### config.mk
export PLATFORM = sky130hd
export DESIGN_NAME = mem_access_stage
export DESIGN_NICKNAME = d
export VERILOG_FILES = /design/src/rtl/mem_access_stage.sv
export SDC_FILE = /design/constraint.sdc
export NUM_CORES = 1
export LEC_CHECK = 0
export BUFFER_PORTS_ARGS = -buffer_cell sky130_fd_sc_hd__buf_2
export CORE_UTILIZATION = 48
export CTS_CLUSTER_SIZE = 25
export DETAILED_ROUTE_END_ITERATION = 8
export HOLD_SLACK_MARGIN = 0.03
export MAX_ROUTING_LAYER = met4
export PLACE_DENSITY = 0.92
export SETUP_SLACK_MARGIN = 0.2
export SYNTH_ARGS = -nofsm -noshare
export SYNTH_HDL_FRONTEND = slang
export SYNTH_SLANG_ARGS = --single-unit
### constraint.sdc
create_clock -name clk -period 2.3 [get_ports clk]
set_input_delay 0.115 -clock clk [delete_from_list [all_inputs] [get_ports clk]]
set_output_delay 0.115 -clock clk [all_outputs]
set_load 0.02 [all_outputs]
### src/rtl/mem_access_stage.sv
// Memory-access stage: one load/store at a time, registered memory
// drive with a setup cycle before each write strobe, load data to writeback.
// Ports: clk, rst (async, active-high); req_* request handshake from execute;
// mem_* data memory address/control/data; wb_* load result handshake.
// Optional MEM_ACCESS_STATS_EN adds saturating load_count/store_count.
module mem_access_stage #(
  parameter int ADDR_W = 5,
  parameter int DATA_W = 16,
  parameter int RD_W   = 3
) (
  input  logic              clk,
  input  logic              rst,
  input  logic              req_valid,
  output logic              req_ready,
  input  logic              req_wr,
  input  logic [ADDR_W-1:0] req_addr,
  input  logic [DATA_W-1:0] req_wdata,
  input  logic [RD_W-1:0]   req_rd,
  output logic [ADDR_W-1:0] mem_addr,
  output logic              mem_read,
  output logic [DATA_W-1:0] mem_wdata,
  input  logic [DATA_W-1:0] mem_rdata,
  output logic              wb_valid,
  input  logic              wb_ready,
  output logic [DATA_W-1:0] wb_data,
`ifdef MEM_ACCESS_STATS_EN
  output logic [RD_W-1:0]   wb_rd,
  output logic [15:0]       load_count,
  output logic [15:0]       store_count
`else
  output logic [RD_W-1:0]   wb_rd
`endif
);

  typedef enum logic [1:0] {
    IDLE,
    SETUP,
    STROBE,
    RESP
  } state_t;

  state_t r_state;
  state_t w_next;

  logic [ADDR_W-1:0] r_addr;
  logic [DATA_W-1:0] r_wdata;
  logic [DATA_W-1:0] r_wb_data;
  logic [RD_W-1:0]   r_rd;
  logic [RD_W-1:0]   r_wb_rd;
  logic              r_wr;

  logic w_accept;
  logic w_wb_hs;
  logic w_capture;

  always_ff @(posedge clk or posedge rst) begin
    if (rst) r_state <= IDLE;
    else     r_state <= w_next;
  end

  // Outputs decode from state only: no input-to-output path.
  always_comb begin
    w_next    = r_state;
    req_ready = 1'b0;
    mem_read  = 1'b1;
    wb_valid  = 1'b0;
    w_accept  = 1'b0;
    w_wb_hs   = 1'b0;
    w_capture = 1'b0;
    case (r_state)
      IDLE: begin
        req_ready = 1'b1;
        if (req_valid) begin
          w_accept = 1'b1;
          w_next   = SETUP;
        end
      end
      SETUP: begin
        w_capture = !r_wr;
        w_next    = r_wr ? STROBE : RESP;
      end
      STROBE: begin
        mem_read = 1'b0;
        w_next   = IDLE;
      end
      RESP: begin
        wb_valid = 1'b1;
        if (wb_ready) begin
          w_wb_hs = 1'b1;
          w_next  = IDLE;
        end
      end
      default: w_next = IDLE;
    endcase
  end

  always_ff @(posedge clk or posedge rst) begin
    if (rst) begin
      r_addr    <= '0;
      r_wdata   <= '0;
      r_rd      <= '0;
      r_wr      <= 1'b0;
      r_wb_data <= '0;
      r_wb_rd   <= '0;
    end else begin
      if (w_accept) begin
        r_addr  <= req_addr;
        r_wdata <= req_wdata;
        r_rd    <= req_rd;
        r_wr    <= req_wr;
      end
      if (w_capture) begin
        r_wb_data <= mem_rdata;
        r_wb_rd   <= r_rd;
      end
    end
  end

  assign mem_addr  = r_addr;
  assign mem_wdata = r_wdata;
  assign wb_data   = r_wb_data;
  assign wb_rd     = r_wb_rd;

`ifdef MEM_ACCESS_STATS_EN
  logic [15:0] r_load_count;
  logic [15:0] r_store_count;
  logic        w_strobe;

  assign w_strobe = !mem_read;

  always_ff @(posedge clk or posedge rst) begin
    if (rst) begin
      r_load_count  <= '0;
      r_store_count <= '0;
    end else begin
      if (w_wb_hs && r_load_count != 16'hFFFF)
        r_load_count <= r_load_count + 16'd1;
      if (w_strobe && r_store_count != 16'hFFFF)
        r_store_count <= r_store_count + 16'd1;
    end
  end

  assign load_count  = r_load_count;
  assign store_count = r_store_count;
`endif

endmodule

==> flow_metrics.env <==
export IMPL_combinationalPowerShare_pct=45.3
export IMPL_core_area_um2=3440
export IMPL_grt_overflow=0
export IMPL_nets=242
export IMPL_pwr_share_seq_pct=39.3
export IMPL_critPathMaxFanout=15
export IMPL_synth_fp_nets=149
export IMPL_cp_arrival_ns=1.65
export IMPL_outcome="completed"
export IMPL_drt_wl_total_um=3350
export IMPL_synth_area_leaders="dfrtp_1 65%, mux2_2 28%, buf_6 2.5%"
export IMPL_yosysTopAreaCell="dfrtp_1"
export IMPL_ys_seq_area_share_pct=64.8
export IMPL_area_growth_pct=32.8
export IMPL_grt_use_total_pct=19.1
export IMPL_drive_above_1_share_pct=73.2
export IMPL_vias_per_cell=4.90
export IMPL_final_common_cell="buf_2"
export IMPL_p_leak_nw=1.17
export IMPL_ir_worst_vdd_mv=0.676
export IMPL_numCtsBuffers=5
export IMPL_layout_min_cycle_time_ns=1.46
export IMPL_cts_tree="done"
export IMPL_synth_warnings=0
export IMPL_die_area_um2=3950
export IMPL_clk_pin_slew_worst_paths_ns=0.08
export IMPL_grt_pass1_wl_um=5380
export IMPL_cts_resized_gates=0
export IMPL_grt_busiest_layer="met2"
export IMPL_hold_worst_slack_ns=0.0157
export IMPL_cap_viol_max_count=0
export IMPL_drt_iter0_drc=44
export IMPL_switchingPower_mw=1.38
export IMPL_grt_pass1_vias=1165
export IMPL_worst_slew_pin_transition_ns=0.905
export IMPL_vias=1195
export IMPL_hold_path_class="primary input to asynchronous set/reset pin"
export IMPL_synth_seq_cells=46
export IMPL_final_hold_violation_count=0
export IMPL_synth_area_per_cell_um2=17.1
export IMPL_cts_root_buf="clkbuf_8"
export IMPL_switching_share_pct=37.4
export IMPL_gp_congestion=0.717
export IMPL_cts_sinks=46
export IMPL_grt_use_met3_pct=4.56
export IMPL_synth_distinct_cells=13
export IMPL_p_int_mw=2.32
export IMPL_routedWlPerCell_um=13.7
export IMPL_worst_setup_path_type="flip-flop to flip-flop"
export IMPL_row_count=21
export IMPL_clock_power_share_pct=15.4
export IMPL_die_y_um=62.8
export IMPL_clock_latency_ns=0.29
export IMPL_global_route_usage_met1_pct=20.6
export IMPL_slowest_stage="dfrtp_1"
export IMPL_end_kind="flip-flop"
export IMPL_worst_endpoint_required_ns=2.48
export IMPL_power_density_nw_per_um2=1570
export IMPL_die_w_um=62.8
export IMPL_cp_cell_sequence="nor3b_4 > buf_4 > mux2_2"
export IMPL_finalSetupViolCount=0
export IMPL_dp_hpwl_um=2490
export IMPL_numPortBuffers=87
export IMPL_boundaryPins=88
export IMPL_max_freq_ghz=0.683
export IMPL_slew_viol_final=0
export IMPL_grt_max_degree=47
export IMPL_clockBufferDepth=2
export IMPL_rsz0062_at_grt="no"
export IMPL_syn_inst=104
export IMPL_cts_max_level=2
export IMPL_relSlewSlack_pct=39.6
export IMPL_finalInstanceArea_um2=2360
export IMPL_setup_tns_ns=0
export IMPL_remaining_drc_errors=0
export IMPL_cpPeakStageDelay_ns=0.48
export IMPL_dpl_cell_area_um2=2240
export IMPL_insertedDiodeCount=0
export IMPL_postRouteAntennaNets=0
export IMPL_antenna_found_initial=0
export IMPL_fin_worst_skew_ns=0.00519
export IMPL_fin_crit_sh_pct=63.7
export IMPL_initial_core_util_pct=51.6
export IMPL_final_cell_mix="87 x buf_2, 46 x dfrtp_1, 44 x mux2_2"
export IMPL_use_met2_pct=31.9
export IMPL_netlist_area_um2=1780
export IMPL_synth_top_area_share_pct=64.8
export IMPL_first_pass_iters=4
export IMPL_start_kind="flip-flop"
export IMPL_fillCellCount=264
==> state kept, by name, summed over array words and instances, names as in the netlist <==
| signal | cells |
|---|---|
| mem_wdata | 16 |
| wb_data | 16 |
| mem_addr | 5 |
| r_rd | 3 |
| wb_rd | 3 |
| r_state | 2 |
| r_wr | 1 |
==> worst paths after layout <==
path	endpoint	slack (ns)	start	cells past startpoint
max	mem_wdata[11]	0.84	r_state[1]	3
min	mem_wdata[14]	0.02	rst	2
max reg2reg	mem_wdata[11]	0.84	r_state[1]	3
min reg2reg	wb_data[15]	0.51	wb_data[15]	1
max in group asynchronous	wb_data[9]	1.73	rst	2
min in group clk	mem_wdata[0]	0.04	req_wdata[0]	2
==> worst max-delay path, delay by kind of cell (launching register included) <==
| kind | cells | cell delay (ns) |
|---|---|---|
| and+or+nand+nor | 1 | 0.25 |
| buffers and inverters | 1 | 0.26 |
| muxes | 1 | 0.36 |
| DFF | 1 | 0.48 |
==> cell type report <==
| class | count | area, um^2 | share of cell area, % |
|---|---|---|---|
| Timing Repair Buffer | 91 | 468 | 19.9 |
| Tap cell | 46 | 57.6 | 2.44 |
| Multi-Input combinational cell | 52 | 568 | 24.1 |
| Clock buffer | 5 | 68.8 | 2.92 |
| Inverter | 1 | 3.75 | 0.159 |
| Sequential cell | 46 | 1150 | 48.8 |
| Clock inverter | 3 | 40.0 | 1.70 |
==> metrics by stage <==
| step | total power [mW] | util (%) | setup WS, ns | instances |
|---|---|---|---|---|
| after floorplan | 2.65 | - | 0.836 | 104 |
| after global placement | 3.09 | 65.0 | 0.896 | 235 |
| after detailed placement | 3.16 | 65.0 | 0.842 | 235 |
| after CTS | 3.75 | 68.5 | 0.813 | 244 |
| after global routing | 3.90 | 68.5 | 0.742 | 244 |
| final | 3.70 | 68.5 | 0.836 | 244 |
==> cells in the mapped netlist <==
master,count
mux2i_1,1
mux2_2,44
buf_6,4
nor3b_4,1
nor2_1,1
dfrtp_1,46
inv_1,1
a21o_1,1
a21boi_0,1
buf_4,1
nand2b_1,1
and2_1,1
nor3b_2,1
==> power groups by stage <==
stage | registers (mW) | clock network (mW) | logic [mW]
after global routing | 1.51 | 0.625 | 1.76
final | 1.45 | 0.571 | 1.68
after floorplan | 1.89 | 0 | 0.752
after CTS | 1.46 | 0.587 | 1.70
after global placement | 1.45 | 0 | 1.64
after detailed placement | 1.47 | 0 | 1.69
==> layer usage <==
| metal | wire (um) | share of wire [%] | up-vias |
|---|---|---|---|
| met5 | 0 | 0 | - |
| met4 | 88 | 2.6 | 0 |
| met3 | 189 | 5.6 | 12 |
| met2 | 1740 | 52 | 48 |
| met1 | 1330 | 40 | 590 |
| li1 | - | - | 545 |
==> kinds of logic (layout without fill, tap and decap cells) <==
kind of cell           Yosys count  in the layout  share of synthesized area, %
AOI/OAI and AO/OA                2              2                         0.846
muxes                           45             45                          28.5
buffers and inverters            6            100                          3.17
DFF                             46             46                          64.8
and+or+nand+nor                  5              5                          2.68
==> repair_timing <==
action / 4_1_cts / 5_1_grt
hold buffers: 1 / 0
buffers inserted: 0 / 0
endpoints found under the hold margin: 1 / 0
Power figures use the tool's default switching activity.
